## config.mk

```make
export PLATFORM = sky130hd
export DESIGN_NAME = sram_access_arbiter
export DESIGN_NICKNAME = d
export VERILOG_FILES = /design/src/rtl/sram_arb_pkg.sv /design/src/rtl/sram_arb_select.sv /design/src/rtl/sram_access_arbiter.sv
export SDC_FILE = /design/constraint.sdc
export NUM_CORES = 1
export LEC_CHECK = 0
export CAP_MARGIN = 30
export CORE_AREA = 10 10 99 101
export DETAILED_ROUTE_END_ITERATION = 12
export DIE_AREA = 0 0 109 111
export GPL_ROUTABILITY_DRIVEN = 0
export GPL_TIMING_DRIVEN = 0
export PLACE_DENSITY = 0.81
export SLEW_MARGIN = 20
export SYNTH_ARGS = -nofsm -noshare
export SYNTH_HDL_FRONTEND = slang
export SYNTH_SLANG_ARGS = --single-unit
```

## constraint.sdc

```tcl
create_clock -name i_clk -period 2.8 [get_ports i_clk]
set_input_delay 0.42 -clock i_clk [delete_from_list [all_inputs] [get_ports i_clk]]
set_output_delay 0.42 -clock i_clk [all_outputs]
set_load 0.1 [all_outputs]
```

## src/rtl/sram_arb_pkg.sv

```systemverilog
// Shared types and constants for the single-SRAM access arbiter and its requesters.
// FSM encodings are plain localparams so they can be dropped into legacy state registers.
package sram_arb_pkg;

    localparam int SRAM_ADDR_W = 20;
    localparam int SRAM_DATA_W = 16;

    localparam logic [1:0] ST_IDLE    = 2'd0;
    localparam logic [1:0] ST_RD      = 2'd1;
    localparam logic [1:0] ST_WR      = 2'd2;
    localparam logic [1:0] ST_WR_HOLD = 2'd3;

    typedef struct packed {
        logic                   we;
        logic [SRAM_ADDR_W-1:0] addr;
        logic [SRAM_DATA_W-1:0] wdata;
        logic [1:0]             be;
    } sram_req_t;

endpackage

```

## src/rtl/sram_arb_select.sv

```systemverilog
// Two-port priority select: port 0 preferred, port 1 forced through after STARVE_MAX port-0 wins.
// Zero-cycle combinational grant, only while the sequencer reports idle; losers simply keep requesting.
module sram_arb_select
    import sram_arb_pkg::*;
#(
    parameter int STARVE_MAX = 4
) (
    input  logic       i_clk,
    input  logic       i_rst,
    input  logic       i_idle,
    input  logic       i_req0,
    input  logic       i_req1,
    output logic [1:0] o_gnt,
    output logic       o_sel
);

    localparam int CNT_W = $clog2(STARVE_MAX + 1);
    localparam logic [CNT_W-1:0] CNT_MAX = CNT_W'(STARVE_MAX);

    logic [CNT_W-1:0] starve_cnt;

    always_comb begin
        o_sel = i_req1 && (!i_req0 || (starve_cnt == CNT_MAX));
        o_gnt = 2'b00;
        if (i_idle && (i_req0 || i_req1)) begin
            o_gnt = o_sel ? 2'b10 : 2'b01;
        end
    end

    // Counts port-0 wins only while port 1 is actually waiting.
    always_ff @(posedge i_clk or posedge i_rst) begin
        if (i_rst) begin
            starve_cnt <= '0;
        end else if (!i_req1 || o_gnt[1]) begin
            starve_cnt <= '0;
        end else if (o_gnt[0] && (starve_cnt != CNT_MAX)) begin
            starve_cnt <= starve_cnt + 1'b1;
        end
    end

endmodule

```

## src/rtl/sram_access_arbiter.sv

```systemverilog
// Shares one async 16-bit SRAM between pixel fetch (port 0) and game logic (port 1); all pins registered.
// Read data returns RD_WAIT+1 cycles after grant; requests stall (held by the requester) until granted in IDLE.
module sram_access_arbiter
    import sram_arb_pkg::*;
#(
    parameter int ADDR_W     = SRAM_ADDR_W,
    parameter int DATA_W     = SRAM_DATA_W,
    parameter int RD_WAIT    = 1,
    parameter int WR_WAIT    = 1,
    parameter int STARVE_MAX = 4
) (
    input  logic              i_clk,
    input  logic              i_rst,
    input  logic              i_req0,
    input  logic              i_req1,
    input  logic              i_we0,
    input  logic              i_we1,
    input  logic [ADDR_W-1:0] i_addr0,
    input  logic [ADDR_W-1:0] i_addr1,
    input  logic [DATA_W-1:0] i_wdata0,
    input  logic [DATA_W-1:0] i_wdata1,
    input  logic [1:0]        i_be0,
    input  logic [1:0]        i_be1,
    output logic              o_gnt0,
    output logic              o_gnt1,
    output logic              o_rvalid0,
    output logic              o_rvalid1,
    output logic [DATA_W-1:0] o_rdata,
    output logic [ADDR_W-1:0] o_sram_addr,
    output logic [DATA_W-1:0] o_sram_dq,
    output logic              o_sram_dq_oe,
    input  logic [DATA_W-1:0] i_sram_dq,
    output logic              o_sram_ce_n,
    output logic              o_sram_oe_n,
    output logic              o_sram_we_n,
    output logic              o_sram_lb_n,
    output logic              o_sram_ub_n
);

    localparam int WAIT_MAX = (RD_WAIT > WR_WAIT) ? RD_WAIT : WR_WAIT;
    localparam int WAIT_W   = $clog2(WAIT_MAX + 1);
    localparam logic [WAIT_W-1:0] RD_LAST = WAIT_W'(RD_WAIT - 1);
    localparam logic [WAIT_W-1:0] WR_LAST = WAIT_W'(WR_WAIT - 1);

    logic [1:0]        state;
    logic [WAIT_W-1:0] wait_cnt;
    logic              own_port;
    logic [1:0]        gnt;
    logic              sel;

    logic              sel_we;
    logic [ADDR_W-1:0] sel_addr;
    logic [DATA_W-1:0] sel_wdata;
    logic [1:0]        sel_be;

    sram_arb_select #(
        .STARVE_MAX (STARVE_MAX)
    ) u_select (
        .i_clk  (i_clk),
        .i_rst  (i_rst),
        .i_idle (state == ST_IDLE),
        .i_req0 (i_req0),
        .i_req1 (i_req1),
        .o_gnt  (gnt),
        .o_sel  (sel)
    );

    assign o_gnt0 = gnt[0];
    assign o_gnt1 = gnt[1];

    always_comb begin
        sel_we    = sel ? i_we1    : i_we0;
        sel_addr  = sel ? i_addr1  : i_addr0;
        sel_wdata = sel ? i_wdata1 : i_wdata0;
        sel_be    = sel ? i_be1    : i_be0;
    end

    // The pin registers double as the latched request: address, data and lanes are captured at grant.
    always_ff @(posedge i_clk or posedge i_rst) begin
        if (i_rst) begin
            state        <= ST_IDLE;
            wait_cnt     <= '0;
            own_port     <= 1'b0;
            o_sram_ce_n  <= 1'b1;
            o_sram_oe_n  <= 1'b1;
            o_sram_we_n  <= 1'b1;
            o_sram_lb_n  <= 1'b1;
            o_sram_ub_n  <= 1'b1;
            o_sram_dq_oe <= 1'b0;
            o_sram_addr  <= '0;
            o_sram_dq    <= '0;
            o_rdata      <= '0;
            o_rvalid0    <= 1'b0;
            o_rvalid1    <= 1'b0;
        end else begin
            o_rvalid0 <= 1'b0;
            o_rvalid1 <= 1'b0;
            case (state)
                ST_IDLE: begin
                    if (|gnt) begin
                        own_port    <= sel;
                        wait_cnt    <= '0;
                        o_sram_addr <= sel_addr;
                        o_sram_ce_n <= 1'b0;
                        o_sram_lb_n <= ~sel_be[0];
                        o_sram_ub_n <= ~sel_be[1];
                        if (sel_we) begin
                            o_sram_we_n  <= 1'b0;
                            o_sram_oe_n  <= 1'b1;
                            o_sram_dq_oe <= 1'b1;
                            o_sram_dq    <= sel_wdata;
                            state        <= ST_WR;
                        end else begin
                            o_sram_we_n  <= 1'b1;
                            o_sram_oe_n  <= 1'b0;
                            o_sram_dq_oe <= 1'b0;
                            state        <= ST_RD;
                        end
                    end
                end
                ST_RD: begin
                    if (wait_cnt == RD_LAST) begin
                        o_rdata     <= i_sram_dq;
                        o_rvalid0   <= ~own_port;
                        o_rvalid1   <= own_port;
                        o_sram_ce_n <= 1'b1;
                        o_sram_oe_n <= 1'b1;
                        o_sram_lb_n <= 1'b1;
                        o_sram_ub_n <= 1'b1;
                        state       <= ST_IDLE;
                    end else begin
                        wait_cnt <= wait_cnt + 1'b1;
                    end
                end
                ST_WR: begin
                    if (wait_cnt == WR_LAST) begin
                        o_sram_we_n <= 1'b1;
                        state       <= ST_WR_HOLD;
                    end else begin
                        wait_cnt <= wait_cnt + 1'b1;
                    end
                end
                ST_WR_HOLD: begin
                    // Releasing DQ here leaves one idle cycle before any read can drive OE.
                    o_sram_ce_n  <= 1'b1;
                    o_sram_lb_n  <= 1'b1;
                    o_sram_ub_n  <= 1'b1;
                    o_sram_dq_oe <= 1'b0;
                    state        <= ST_IDLE;
                end
                default: begin
                    o_sram_ce_n  <= 1'b1;
                    o_sram_oe_n  <= 1'b1;
                    o_sram_we_n  <= 1'b1;
                    o_sram_lb_n  <= 1'b1;
                    o_sram_ub_n  <= 1'b1;
                    o_sram_dq_oe <= 1'b0;
                    state        <= ST_IDLE;
                end
            endcase
        end
    end

endmodule

```

==> key figures, run 1 <==
Placed design
  • Buffers on Ports: between 150 and 200
  • Detail Placement HPWL: 7911 um
  • Placed inst area: about 4800 sq um

Finish
  • Fill count: ~670
  • Final nets: 580
  • Area of the multi-input gates: approximately 1200 sq um
  • Util after Layout: ~62%
  • Seq. cell area: around 1700 sq um
  • Ant. Diodes: 0
  • P&R area growth vs syn: 64.10%
  • Final Instance Area: 4952 sq um
  • Fraction of layout cells with a size suffix above 1: 12.78%

Route
  • Vias per cell: between 5 and 6
  • Post-route ant nets: 0
  • Total number of vias: around 3000
  • DRT iter0 DRCs: 187
  • Final wirelength: 10220 um
  • Wire per inst: between 15 and 20 um
  • Initial DRT Pass Iterations: 4
  • DRC: 0

Setup path
  • CP Max Fanout: 10
  • CP Buf/Inv Count: 3
  • R2r setup slk: between 0.9 and 1 ns
  • Largest stage delay, worst path: about 0.57 ns
  • CP Capture Type: primary output
  • Crit path max-delay family: buffers and inverters
  • FF-to-FF End: o_sram_dq[11]
  • Crit path kind: input port to primary output
  • Crit path DAT: approximately 2.2 ns
  • R2R cell count: 7
  • Worst Path Required: ~2.4 ns
  • CP startpoint kind: input port
  • R2R Path Start: u_select.starve_cnt[0]
  • CP cell instances: clkdlybuf4s50_1 > a21boi_2 > nor2b_2 > clkbuf_1 > nor2_1 > buf_2
  • Worst path slowest cell: clkdlybuf4s50_1

Run status
  • Outcome: complete, no violations

CTS
  • Clk sink count: 66
  • Clock latency at the later pin of the worst-skew pair: ~0.33 ns
  • Total setup buffers inserted after CTS: 0
  • Root buf cell: clkbuf_8
  • CTS tree: yes
  • Longest Clk Path Bufs: 2
  • Num CTS Buffers: 9
  • H-Tree Level Count: 3
  • Clock edge transition at the registers on the reported setup and hold paths: around 0.08 ns

Global route
  • GRT Util Overall: 16.57%
  • Pin count of the biggest net entering global routing: 49
  • Initial antenna violation count: 0
  • First-pass GRT wire length: 16040 um
  • Grt total ovfl: 0
  • Via count of the first global-routing pass: between 3000 and 4000

STA
  • Final setup viols: 0
  • Max Clk Rate: approximately 380 MHz
  • Min Tclk post-route: ~2.7 ns
  • Unrepaired setup endpoints after global routing: false
  • Final Hold Viols: 0
  • Slew Limit Headroom: ~32%
  • Max Slew Vio Count: 0
  • Worst slew pin tran: 1.012 ns
  • Final Skew: ~0.013 ns
  • Tcrit/Tclk final: roughly 95%
  • WHS: 0.3830 ns

Logic synthesis
  • Main combinational cell family by area after synthesis: simple AND/OR/NAND/NOR gates
  • Synthesized flop and latch total: between 60 and 70
  • Largest cells by area after synthesis: dfrtp_1 51%, nand2_1 10%, mux2_2 6.0%, a41oi_1 4.6%, dfstp_2 4.4%
  • Yosys top cell by area: dfrtp_1
  • Post-Syn Area: approximately 3000 sq um
  • Post-synthesis mux area share: between 5 and 6%
  • Syn avg cell area: slightly below 10 sq um
  • Share of the yosys chip area belonging to registers: between 50% and 60%
  • Compound-Gate Fraction of Synth Area: between 15 and 20%
  • Most common cell in the synthesized netlist: nand2_1
  • Asr flop ratio synth: between 90% and 100%
  • Synth top cells by count: 81 x nand2_1, 61 x dfrtp_1, 28 x nor2_1, 20 x a31oi_1, 18 x a21oi_1
  • Synth Area in XOR/XNOR: 0%
  • Yosys warnings: 0
  • Cells after Synth: ~310
  • Post-synth EDFFs: 0
  • Post-Syn Nets: slightly above 400
  • Prevailing post-synth register cell: dfrtp_1
  • Post-synthesis simple-gate area fraction: approximately 18%
  • Proportion of netlist area held by the largest area contributor: between 50% and 60%
  • Synth Area in Adders: less than 1%
  • Yosys cell types: 34

Floorplan
  • Io pins: 160
  • Die ar.: roughly 12000 sq um
  • Site Rows: 33
  • Initial Util: between 30% and 40%
  • Die Width: around 110 um
  • Core Area: about 8000 sq um
  • Die height: ~110 um

Min path
  • Hold crit path type: input port to asynchronous set/reset pin

Run
  • MaxCap Viol Count: 0
==> worst reg2reg max path: stages, from the launching register on <==
cell and delay [ns]:
dfrtp_1 0.37, inv_1 0.06, ha_1 0.23, and3_1 0.22, o22ai_2 0.28, buf_2 0.30
a21oi_1 0.09, a41oi_1 0.19
==> what timing repair did <==
| item | CTS | global route |
|---|---|---|
| endpoints found under the setup margin | 2 | 2 |
| hold buffers | 0 | 0 |
| resized for setup | 6 | 4 |
==> layout by cell type (no fill, tap or decap), drive strengths merged, types with 3 or more instances in the layout <==
| cell | instances |
|---|---|
| nand2 | 81 |
| dfstp | 5 |
| clkbuf | 18 |
| nand2b | 3 |
| inv | 5 |
| a41oi | 16 |
| nand3 | 3 |
| nor2b | 5 |
| dfrtp | 61 |
| buf | 21 |
| a21boi | 3 |
| mux2 | 16 |
| nor2 | 29 |
| a21oi | 18 |
| a31oi | 20 |
| o21ai | 4 |
| clkdlybuf4s50 | 157 |
==> registers in the layout (all words and copies together), names as in the netlist <==
name	count
o_sram_addr	20
o_sram_dq	16
o_sram_we_n	1
state	2
o_sram_lb_n	1
o_sram_ce_n	1
o_sram_oe_n	1
o_sram_dq_oe	1
u_select.starve_cnt	3
o_sram_ub_n	1
own_port	1
o_rvalid0	1
o_rvalid1	1
o_rdata	16
==> layer usage <==
| metal | routed length (um) | part of all wire [%] | GRT usage, % |
|---|---|---|---|
| met2 | 5125 | 50 | 27.89 |
| met1 | 3889 | 38 | 18.47 |
| met3 | 1075 | 11 | 6.512 |
| met4 | 127 | 1.2 | 5.453 |
| met5 | 0 | 0 | 0 |
==> worst max path at each step <==
stage | from | cells past startpoint | slack, ns | to
3_3_place_gp | i_req0 | 6 | -0.56 | o_gnt0
3_5_place_dp | i_req0 | 6 | -0.57 | o_gnt0
5_1_grt | i_req0 | 6 | 0.02 | o_gnt0
4_1_cts | i_req0 | 6 | 0.02 | o_gnt0
2_1_floorplan | u_select.starve_cnt[0] | 6 | 0.003 | o_gnt0
6_report | i_req0 | 6 | 0.15 | o_gnt0
==> layout make-up <==
cell class	instances	share of cell area (%)
sequential	66	33.48
timing repair buffer	160	32.49
multi-input combinational	215	24.53
clock buffer	13	3.007
tap	105	2.653
buffer	23	2.602
clock inverter	3	0.8085
inverter	5	0.4295
==> cells by family after synthesis <==
kind of cell,count (synthesis)
and+or+nand+nor,128
AOI/OAI and AO/OA,69
DFF,66
buffers and inverters,28
muxes,16
adders and majority gates,2
==> stage by stage <==
stage	setup slack (ns)	setup TNS, ns	instances
6_report	0.1499	0	590
5_1_grt	0.01639	0	590
4_1_cts	0.01539	0	590
3_5_place_dp	-0.5730	-1.118	574
3_3_place_gp	-0.5620	-27.36	573
2_1_floorplan	0.002994	0	309
Power of run 1 is left out: the tool's default activity adds up to more than one toggle a clock period on the data nets, which glitch-free logic cannot reach.
==> run 2: changes to the inputs <==
--- a/config.mk
+++ b/config.mk
@@ -6,9 +6,9 @@
 export NUM_CORES = 1
 export LEC_CHECK = 0
 export CAP_MARGIN = 30
-export CORE_AREA = 10 10 99 101
+export CORE_AREA = 2 2 91 93
 export DETAILED_ROUTE_END_ITERATION = 12
-export DIE_AREA = 0 0 109 111
+export DIE_AREA = 0 0 93 95
 export GPL_ROUTABILITY_DRIVEN = 0
 export GPL_TIMING_DRIVEN = 0
 export PLACE_DENSITY = 0.81
==> run 2 against run 1 <==
  * Global-route usage increased by 3.0 points
  * Utilization rose by 0.51 points
  * Critical path type unchanged
  * Clock skew is 0.0025 ns lower
  * Sequential share of layout area decreased by 0.10 points
  * Clock-buffer cell count is the same
  * Highest routed layer unchanged
  * Largest cell class unchanged
  * Via count decreased by 0.50%
  * First-iteration DRC count fell by 57%
  * Hold slack better by 0.022 ns
==> key figures, run 2 (same netlist as run 1, synthesis figures left out) <==
Global route
  • Via count of the first global-routing pass: 2889 (was 3052)
  • Grt total ovfl: 0 (unchanged)
  • Initial antenna violation count: 0 (unchanged)
  • Pin count of the biggest net entering global routing: 47 (was 49)
  • GRT Util Overall: 19.56% (was 16.57%)
  • First-pass GRT wire length: 13550 um (was 16040 um)

STA
  • Max Slew Vio Count: 0 (unchanged)
  • Worst slew pin tran: 1.010 ns (was 1.012 ns)
  • Final worst setup slack: 0.1951 ns (was 0.1499 ns)
  • Final Hold Viols: 0 (unchanged)
  • Sum Neg Setup Slack: 0 ns (unchanged)
  • Final Skew: 0.01022 ns (was 0.01269 ns)
  • Final setup viols: 0 (unchanged)
  • Unrepaired setup endpoints after global routing: false (unchanged)
  • WHS: 0.4048 ns (was 0.3830 ns)
  • Tcrit/Tclk final: 93.03% (was 94.65%)
  • Min Tclk post-route: 2.605 ns (was 2.650 ns)
  • Max Clk Rate: 383.9 MHz (was 377.4 MHz)
  • Slew Limit Headroom: 32.43% (was 32.35%)

Route
  • Final wirelength: 8711 um (was 10220 um)
  • DRT iter0 DRCs: 80 (was 187)
  • Post-route ant nets: 0 (unchanged)
  • Initial DRT Pass Iterations: 4 (unchanged)
  • DRC: 0 (unchanged)
  • Total number of vias: 2958 (was 2973)
  • Vias per cell: 5.022 (was 5.039)
  • Wire per inst: 14.79 um (was 17.32 um)

Min path
  • Hold crit path type: input port to asynchronous set/reset pin (unchanged)

Floorplan
  • Die ar.: 8835 sq um (was 12100 sq um)
  • Die height: 95 um (was 111 um)
  • Site Rows: 33 (unchanged)
  • Die Width: 93 um (was 109 um)
  • Core Area: 7928 sq um (was 7969 sq um)
  • Io pins: 160 (unchanged)
  • Initial Util: 38.07% (was 37.87%)

Finish
  • Ant. Diodes: 0 (unchanged)
  • Commonest non-fill, non-tap cells in the layout: 157 x clkdlybuf4s50_1, 81 x nand2_1, 61 x dfrtp_1 (unchanged)
  • Final nets: 580 (unchanged)
  • Fraction of layout cells with a size suffix above 1: 13.02% (was 12.78%)
  • Final Instance Area: 4967 sq um (was 4952 sq um)
  • P&R area growth vs syn: 64.59% (was 64.10%)
  • Most common cell after layout, fill and taps aside: clkdlybuf4s50_1 (unchanged)
  • Most flop-heavy register: o_sram_addr (unchanged)
  • Max FFs per register: 20 (unchanged)
  • Largest regs: o_sram_addr: 20 flops, o_rdata: 16 flops, o_sram_dq: 16 flops (unchanged)
  • Fill count: 675 (was 672)

Placed design
  • Placed inst area: 4773 sq um (unchanged)
  • Buffers on Ports: 159 (unchanged)
  • Detail Placement HPWL: 6547 um (was 7911 um)
  • Setup WS pre-CTS: -0.5511 ns (was -0.5730 ns)

Setup path
  • Worst Path Required: 2.38 ns (about the same)
  • CP startpoint kind: input port (unchanged)
  • Largest stage delay, worst path: 0.57 ns (about the same)
  • CP Max Fanout: 10 (unchanged)
  • CP Capture Type: primary output (unchanged)
  • Worst path slowest cell: clkdlybuf4s50_1 (unchanged)
  • Crit path kind: input port to primary output (unchanged)
  • CP cell instances: clkdlybuf4s50_1 > a21boi_2 > nor2b_2 > clkbuf_1 > nor2_1 > buf_2 (unchanged)
  • Crit path DAT: 2.18 ns (was 2.23 ns)

CTS
  • Num CTS Buffers: 9 (unchanged)
  • H-Tree Level Count: 3 (unchanged)
  • CTS tree: yes (unchanged)
  • Clock edge transition at the registers on the reported setup and hold paths: 0.07 ns (was 0.08 ns)
  • Longest Clk Path Bufs: 2 (unchanged)
  • Clk sink count: 66 (unchanged)
  • Clock latency at the later pin of the worst-skew pair: 0.33 ns (about the same)
  • Total setup buffers inserted after CTS: 0 (unchanged)
  • Root buf cell: clkbuf_8 (unchanged)

Run status
  • Outcome: complete, no violations (unchanged)

Run
  • MaxCap Viol Count: 0 (unchanged)
## run 2: cell types whose count changed in the layout (fill, tap and decap cells not counted), sizes merged
cell,previous run,this run
clkinv,2,1
## run 2: cell type report
type	instances	area (sq um)	share of cell area [%]
plain buffers	23	128.9	2.594
clock buffers	13	168.9	3.401
clock inverters	2	35.03	0.7053
inverters	5	21.27	0.4282
multi-input cells	215	1215	24.46
flip-flops and latches	66	1658	33.38
well taps	105	131.4	2.645
repair buffers	160	1609	32.39
## run 2: stage by stage
| stage | utilization [%] | cells |
|---|---|---|
| 2_1_floorplan | - | 309 |
| 3_3_place_gp | 59.83 | 573 |
| 3_5_place_dp | 60.21 | 574 |
| 4_1_cts | 62.82 | 589 |
| 5_1_grt | 62.66 | 589 |
| 6_report | 62.66 | 589 |
## run 2: critical path, delay by kind of cell
| family | cells | cell delay (ns) |
|---|---|---|
| compound gates | 1 | 0.28 |
| simple gates | 2 | 0.24 |
| buf+inv | 3 | 1.25 |
## run 2: per-layer routing
metal	routed length, um	share of wire [%]	vias up	track usage [%]
met3	577	6.6	20	4.070
li1	-	-	1410	-
met5	0	0	-	0
met2	4341	50	139	33.70
met4	183	2.1	0	8.333
met1	3609	41	1389	23.85
## run 2: path summary, 6_finish.rpt
check                                  startpoint              end  slack (ns)  cells after the start
max                                        i_req0           o_gnt0        0.20                      6
min reg2reg                              own_port        o_rvalid0        0.45                      1
min                                         i_rst  o_sram_addr[13]        0.40                      2
max in group asynchronous                   i_rst      o_sram_oe_n        1.82                      3
max reg2reg                u_select.starve_cnt[0]    o_sram_dq[10]        0.95                      7
min in group i_clk                       own_port        o_rvalid0        0.45                      1
## run 2: timing repair
item,in CTS,in global routing
setup endpoints to repair,2,2
cloned,0,0
gates resized for setup,6,4
hold buffers,0,0
Power of run 2 is left out for the same reason.
